[config.mk]
export PLATFORM = sky130hd
export DESIGN_NAME = pipe_regfile_sb_flat
export DESIGN_NICKNAME = d
export VERILOG_FILES = /design/src/rtl/pipe_regfile_sb_if.sv /design/src/rtl/pipe_regfile_sb.sv /design/src/flat_wrapper.sv
export SDC_FILE = /design/constraint.sdc
export NUM_CORES = 2
export LEC_CHECK = 0
export ABC_AREA = 0
export CORE_ASPECT_RATIO = 1.1
export CORE_MARGIN = 2
export CORE_UTILIZATION = 65
export DETAILED_ROUTE_END_ITERATION = 12
export PLACE_DENSITY = 0.95
export SLEW_MARGIN = 20
export SYNTH_ARGS = -nofsm -noshare
export SYNTH_HDL_FRONTEND = slang
export SYNTH_SLANG_ARGS = --single-unit
[constraint.sdc]
create_clock -name clk -period 92.2 [get_ports clk]
set_clock_uncertainty 0.2 [all_clocks]
set_input_delay 18.44 -clock clk [delete_from_list [all_inputs] [get_ports clk]]
set_output_delay 18.44 -clock clk [all_outputs]
set_load 0.1 [all_outputs]
[src/rtl/pipe_regfile_sb_if.sv]
// Decode-stage register file bus: operand reads, writeback and destination reservation.
// The master side (pipeline) drives addresses and strobes; the slave side (register file) returns data and status.
interface pipe_regfile_sb_if #(
    parameter int DW = 32,
    parameter int AW = 5,
    parameter int NR = 2
);
    logic [NR*AW-1:0] rd_addr;
    logic [NR*DW-1:0] rd_data;
    logic [NR-1:0]    rd_busy;
    logic             we;
    logic [AW-1:0]    wr_addr;
    logic [DW-1:0]    wr_data;
    logic             iss_valid;
    logic [AW-1:0]    iss_addr;
    logic             iss_ready;
    logic             flush;

    modport master (
        output rd_addr, we, wr_addr, wr_data, iss_valid, iss_addr, flush,
        input  rd_data, rd_busy, iss_ready
    );

    modport slave (
        input  rd_addr, we, wr_addr, wr_data, iss_valid, iss_addr, flush,
        output rd_data, rd_busy, iss_ready
    );
endinterface

[src/rtl/pipe_regfile_sb.sv]
// Register file with NR combinational read ports, one write port and a per-register pending-write scoreboard.
// Optional macro RF_BYPASS_EN enables same-cycle write-through forwarding of data and busy release.
module pipe_regfile_sb #(
    parameter int            DW      = 32,
    parameter int            AW      = 5,
    parameter int            NR      = 2,
    parameter int            CW      = 2,
    parameter int            GP_IDX  = 28,
    parameter logic [DW-1:0] GP_INIT = DW'(32'h0000_1800),
    parameter int            SP_IDX  = 29,
    parameter logic [DW-1:0] SP_INIT = DW'(32'h0000_0ffc)
) (
    input  logic             clk,
    input  logic             reset,
    pipe_regfile_sb_if.slave bus
);
    localparam int            DEPTH   = 1 << AW;
    localparam logic [CW-1:0] CNT_MAX = '1;

    logic [DW-1:0] mem_q [DEPTH];
    logic [CW-1:0] cnt_q [DEPTH];
    logic [CW-1:0] cnt_d [DEPTH];
    logic [AW-1:0] rd_a  [NR];
    logic          wr_en;
    logic          acc;
    logic [NR*DW-1:0] rd_data_c;
    logic [NR-1:0]    rd_busy_c;

    function automatic logic [DW-1:0] reset_val(input int idx);
        if (idx == GP_IDX)      return GP_INIT;
        else if (idx == SP_IDX) return SP_INIT;
        else                    return '0;
    endfunction

    for (genvar g = 0; g < NR; g++) begin : g_ra
        assign rd_a[g] = bus.rd_addr[g*AW +: AW];
    end

    // Nothing is taken while reset is held, so forwarding also stays quiet then.
    assign wr_en         = bus.we && (bus.wr_addr != '0) && !reset;
    assign bus.iss_ready = (bus.iss_addr == '0) || (cnt_q[bus.iss_addr] != CNT_MAX);
    assign acc           = bus.iss_valid && bus.iss_ready && !reset;

    always_ff @(posedge clk or posedge reset) begin
        if (reset) begin
            for (int i = 0; i < DEPTH; i++) mem_q[i] <= reset_val(i);
        end else if (wr_en) begin
            mem_q[bus.wr_addr] <= bus.wr_data;
        end
    end

    // A same-register issue and writeback cancel; flush keeps only this cycle's issue.
    always_comb begin
        for (int i = 0; i < DEPTH; i++) begin
            cnt_d[i] = cnt_q[i];
            if (i == 0) begin
                cnt_d[i] = '0;
            end else if (bus.flush) begin
                cnt_d[i] = (acc && bus.iss_addr == AW'(i)) ? CW'(1) : '0;
            end else if (acc && bus.iss_addr == AW'(i)) begin
                if (!(wr_en && bus.wr_addr == AW'(i))) cnt_d[i] = cnt_q[i] + CW'(1);
            end else if (wr_en && bus.wr_addr == AW'(i) && cnt_q[i] != '0) begin
                cnt_d[i] = cnt_q[i] - CW'(1);
            end
        end
    end

    always_ff @(posedge clk or posedge reset) begin
        if (reset) begin
            for (int i = 0; i < DEPTH; i++) cnt_q[i] <= '0;
        end else begin
            for (int i = 0; i < DEPTH; i++) cnt_q[i] <= cnt_d[i];
        end
    end

    always_comb begin
        rd_data_c = '0;
        rd_busy_c = '0;
        for (int k = 0; k < NR; k++) begin
            if (rd_a[k] != '0) begin
                rd_data_c[k*DW +: DW] = mem_q[rd_a[k]];
                rd_busy_c[k]          = (cnt_q[rd_a[k]] != '0);
`ifdef RF_BYPASS_EN
                if (wr_en && bus.wr_addr == rd_a[k]) begin
                    rd_data_c[k*DW +: DW] = bus.wr_data;
                    if (cnt_q[rd_a[k]] == CW'(1) && !bus.flush &&
                        !(acc && bus.iss_addr == rd_a[k]))
                        rd_busy_c[k] = 1'b0;
                end
`endif
            end
        end
    end

    assign bus.rd_data = rd_data_c;
    assign bus.rd_busy = rd_busy_c;
endmodule

[src/flat_wrapper.sv]
// flat-port wrapper written by rule: the top's interface ports become plain ports
module pipe_regfile_sb_flat 
#(
    parameter int            DW      = 32,
    parameter int            AW      = 5,
    parameter int            NR      = 2,
    parameter int            CW      = 2,
    parameter int            GP_IDX  = 28,
    parameter logic [DW-1:0] GP_INIT = DW'(32'h0000_1800),
    parameter int            SP_IDX  = 29,
    parameter logic [DW-1:0] SP_INIT = DW'(32'h0000_0ffc)
)
  (clk, reset, bus_rd_addr, bus_we, bus_wr_addr, bus_wr_data, bus_iss_valid, bus_iss_addr, bus_flush, bus_rd_data, bus_rd_busy, bus_iss_ready);
  pipe_regfile_sb_if #(.DW(DW), .AW(AW), .NR(NR)) bus_i ();
  input  logic clk;
  input  logic reset;
  input wire logic [$bits(bus_i.rd_addr)-1:0] bus_rd_addr;
  input wire logic [$bits(bus_i.we)-1:0] bus_we;
  input wire logic [$bits(bus_i.wr_addr)-1:0] bus_wr_addr;
  input wire logic [$bits(bus_i.wr_data)-1:0] bus_wr_data;
  input wire logic [$bits(bus_i.iss_valid)-1:0] bus_iss_valid;
  input wire logic [$bits(bus_i.iss_addr)-1:0] bus_iss_addr;
  input wire logic [$bits(bus_i.flush)-1:0] bus_flush;
  output wire logic [$bits(bus_i.rd_data)-1:0] bus_rd_data;
  output wire logic [$bits(bus_i.rd_busy)-1:0] bus_rd_busy;
  output wire logic [$bits(bus_i.iss_ready)-1:0] bus_iss_ready;
  assign bus_i.rd_addr = bus_rd_addr;
  assign bus_i.we = bus_we;
  assign bus_i.wr_addr = bus_wr_addr;
  assign bus_i.wr_data = bus_wr_data;
  assign bus_i.iss_valid = bus_iss_valid;
  assign bus_i.iss_addr = bus_iss_addr;
  assign bus_i.flush = bus_flush;
  assign bus_rd_data = bus_i.rd_data;
  assign bus_rd_busy = bus_i.rd_busy;
  assign bus_iss_ready = bus_i.iss_ready;
  pipe_regfile_sb #(.DW(DW), .AW(AW), .NR(NR), .CW(CW), .GP_IDX(GP_IDX), .GP_INIT(GP_INIT), .SP_IDX(SP_IDX), .SP_INIT(SP_INIT)) u_core (.clk(clk), .reset(reset), .bus(bus_i));
endmodule
==> flow_metrics.env <==
export IMPL_status="finished, violations left"
export IMPL_violations="design-rule violations"
export IMPL_cp_required_ns=73.56
export IMPL_pwr_share_clk_pct=34.7
export IMPL_fin_crit_sh_pct=46.21
export IMPL_power_static_leakage_nw=29.11
export IMPL_worst_skew_pair_late_latency_ns=0.75
export IMPL_io_buffers=123
export IMPL_final_cells=5455
export IMPL_synthSimpleGateAreaFrac_pct=7.335
export IMPL_finalHoldViolCount=0
export IMPL_yosysTopAreaCellShare_pct=45.32
export IMPL_tightest_slew_ns=1.291
export IMPL_cts_root_buffer="clkbuf_16"
export IMPL_peakVddDrop_mv=0.02026
export IMPL_area_growth_synth_to_final_pct=8.806
export IMPL_drt_iter0_markers=8632
export IMPL_synthFlopType="dfrtp_1"
export IMPL_switchingPower_mw=0.4128
export IMPL_nets=4237
export IMPL_ys_seq_area_share_pct=45.85
export IMPL_drv_cap=0
export IMPL_ys_async_sr_fraction_pct=100.0
export IMPL_postCtsSetupBuffers=0
export IMPL_fmax_mhz=23.47
export IMPL_ff2ff_setup_slack_ns=88.91
export IMPL_row_count=116
export IMPL_synthMuxAreaShare_pct=41.33
export IMPL_drc=1
export IMPL_syn_nets=4387
export IMPL_final_common_cell="dfrtp_1"
export IMPL_drtAntennaViolNets=0
export IMPL_antenna_found_initial=10
export IMPL_start_util_pct=65.38
export IMPL_crit_path_end_kind="output port"
export IMPL_io_pins=124
export IMPL_power_density_nw_per_um2=20.55
export IMPL_syn_area_um2=59310
export IMPL_period_minus_slack_ns=42.61
export IMPL_routedWlPerCell_um=38.11
export IMPL_swShare_pct=31.13
export IMPL_seqPwrFrac_pct=44.8
export IMPL_gr_usage_all_layers_pct=43.24
export IMPL_synthDistinctLibCells=69
export IMPL_drive_gt1_share_pct=41.64
export IMPL_dpl_hpwl_um=99950
export IMPL_grt_max_degree=177
export IMPL_die_area_um2=93680
export IMPL_finalPower_mw=1.326
export IMPL_synth_adder_area_share_pct=0
export IMPL_slew_limit_headroom_pct=13.69
export IMPL_layout_common_cells="1074 x dfrtp_1, 774 x mux2_2, 756 x nand2_1"
export IMPL_cts_max_level=3
export IMPL_synth_compound_area_share_pct=2.154
export IMPL_vias=45470
export IMPL_syn_inst=4330
export IMPL_worstPathArrival_ns=23.97
export IMPL_rsz0062_at_grt="no"
export IMPL_crit_type="in -> out"
export IMPL_yosys_area_top_type="dfrtp_1"
export IMPL_clkSinkCount=1086
export IMPL_synth_top_family_by_area="multiplexers"
export IMPL_hold_path_class="reg -> reg"
export IMPL_synth_area_leaders="dfrtp_1 45%, mux4_2 25%, mux2_2 15%, nand2_1 4.9%, clkbuf_1 2.2%"
export IMPL_yosysWarnings=0
export IMPL_grt_overflow=0
export IMPL_wirelength_um=207900
export IMPL_grt_pass1_wl_um=296200
export IMPL_cp_max_fo=114
export IMPL_dieHeight_um=320.8
export IMPL_ctsHoldBuffers=0
export IMPL_cts_tree="yes"
export IMPL_clockBufferDepth=3
export IMPL_setup_tns_ns=0
export IMPL_fin_util_pct=71.14
export IMPL_place_gp_congestion=0.9152
export IMPL_path_clk_slew_ns=0.06
export IMPL_startpoint_type="input pin"
export IMPL_setup_viol=0
export IMPL_holdWs_ns=0.2015
export IMPL_vias_per_cell=8.335
export IMPL_core_um2=90710
export IMPL_drt_pass1_iterations=13
export IMPL_grt_pass1_vias=46180
export IMPL_placed_cells=5253
export IMPL_die_width_um=292.0
export IMPL_ys_ff_latch=1086
export IMPL_combPwrFrac_pct=20.5
export IMPL_cts_repair_resized=0
export IMPL_synthXorXnorAreaFrac_pct=0.1034
export IMPL_synth_edf_count=0
export IMPL_p_int_mw=0.9134
export IMPL_cts_buffers=104
export IMPL_drv_slew=0
export IMPL_syn_avg_cell_area_um2=13.70
## stage by stage
stage,cell area [um2],setup slack (ns)
after floorplan,59310,42.93
after global placement,60970,50.17
after detailed placement,60970,50.05
after CTS,64520,49.98
after global routing,64520,49.27
final,64530,49.59
## power groups by stage
stage          combinational, mW  sequential, mW  clock [mW]
2_1_floorplan              0.202           0.571           0
4_1_cts                    0.262           0.585       0.451
5_1_grt                    0.280           0.595       0.475
6_report                   0.271           0.594       0.461
3_3_place_gp               0.242           0.578           0
3_5_place_dp               0.254           0.588           0
## final cells by class
| cell class | count | area, um2 |
|---|---|---|
| Antenna cell | 7 | 17.52 |
| Sequential cell | 1086 | 27190 |
| Timing Repair Buffer | 199 | 1827 |
| Multi-Input combinational cell | 2779 | 30430 |
| Tap cell | 1180 | 1476 |
| Clock buffer | 151 | 2970 |
| Fill cell | 4793 | 26180 |
| Inverter | 10 | 45.04 |
| Clock inverter | 43 | 578.1 |
## synth_stat cells (3+ instances only)
| master | n |
|---|---|
| dfrtp_1 | 1074 |
| mux2_2 | 774 |
| nand2_1 | 770 |
| mux4_2 | 651 |
| clkbuf_1 | 350 |
| nor2_1 | 142 |
| mux2i_1 | 94 |
| a21oi_1 | 75 |
| buf_2 | 62 |
| nor3_1 | 33 |
| buf_1 | 31 |
| nand3_1 | 26 |
| o21ai_0 | 26 |
| a211oi_1 | 22 |
| a21o_1 | 18 |
| or2_2 | 13 |
| dfstp_2 | 12 |
| nand4_1 | 12 |
| nand2b_1 | 10 |
| inv_1 | 9 |
| a211oi_2 | 7 |
| nor2b_1 | 7 |
| buf_6 | 6 |
| mux4_1 | 6 |
| a32o_1 | 5 |
| and3_1 | 5 |
| nand4_2 | 5 |
| nor3b_1 | 5 |
| o211ai_1 | 5 |
| o41ai_2 | 5 |
| xor2_1 | 5 |
| and2_1 | 4 |
| nand3b_1 | 4 |
| a221o_1 | 3 |
| buf_4 | 3 |
| mux2_1 | 3 |
| or4_1 | 3 |
## registers in the layout, indices dropped and copies added (netlist names)
name	flops
u_core.mem_q	1024
u_core.cnt_q	62
## cells by family after synthesis
| logic type | after synthesis |
|---|---|
| and+or+nand+nor | 1056 |
| AOI/OAI and AO/OA | 188 |
| buffers and inverters | 465 |
| DFF | 1086 |
| xor gates and xnor gates | 7 |
| muxes | 1528 |
## layer usage
layer  up-vias  global-route usage (%)  wire (um)
li1      15840                       -          -
met2      5469                   62.32      88460
met1     22040                   50.67      59940
met3      2104                   19.90      36290
met4        13                   33.23      23050
met5         -                  0.2595        150
## worst paths after layout
| path | depth (start not counted) | from | end |
|---|---|---|---|
| max in group asynchronous | 6 | reset | u_core.mem_q[84] |
| hold reg to reg | 0 | u_core.mem_q[999] | u_core.mem_q[999] |
| setup / recovery | 8 | bus_rd_addr[0] | bus_rd_data[30] |
| setup reg to reg | 5 | u_core.cnt_q[13] | u_core.cnt_q[10] |
| hold / removal | 0 | u_core.mem_q[999] | u_core.mem_q[999] |
| min in group asynchronous | 2 | reset | u_core.cnt_q[42] |
## critical path, stage by stage
cell	delay (ns)
buf_8	0.67
buf_4	0.92
buf_12	0.62
mux4_2	0.60
mux4_2	0.50
mux2i_1	0.85
nor2_1	0.10
clkdlybuf4s50_1	1.01
Note: power is estimated with default switching activity, not from simulation.
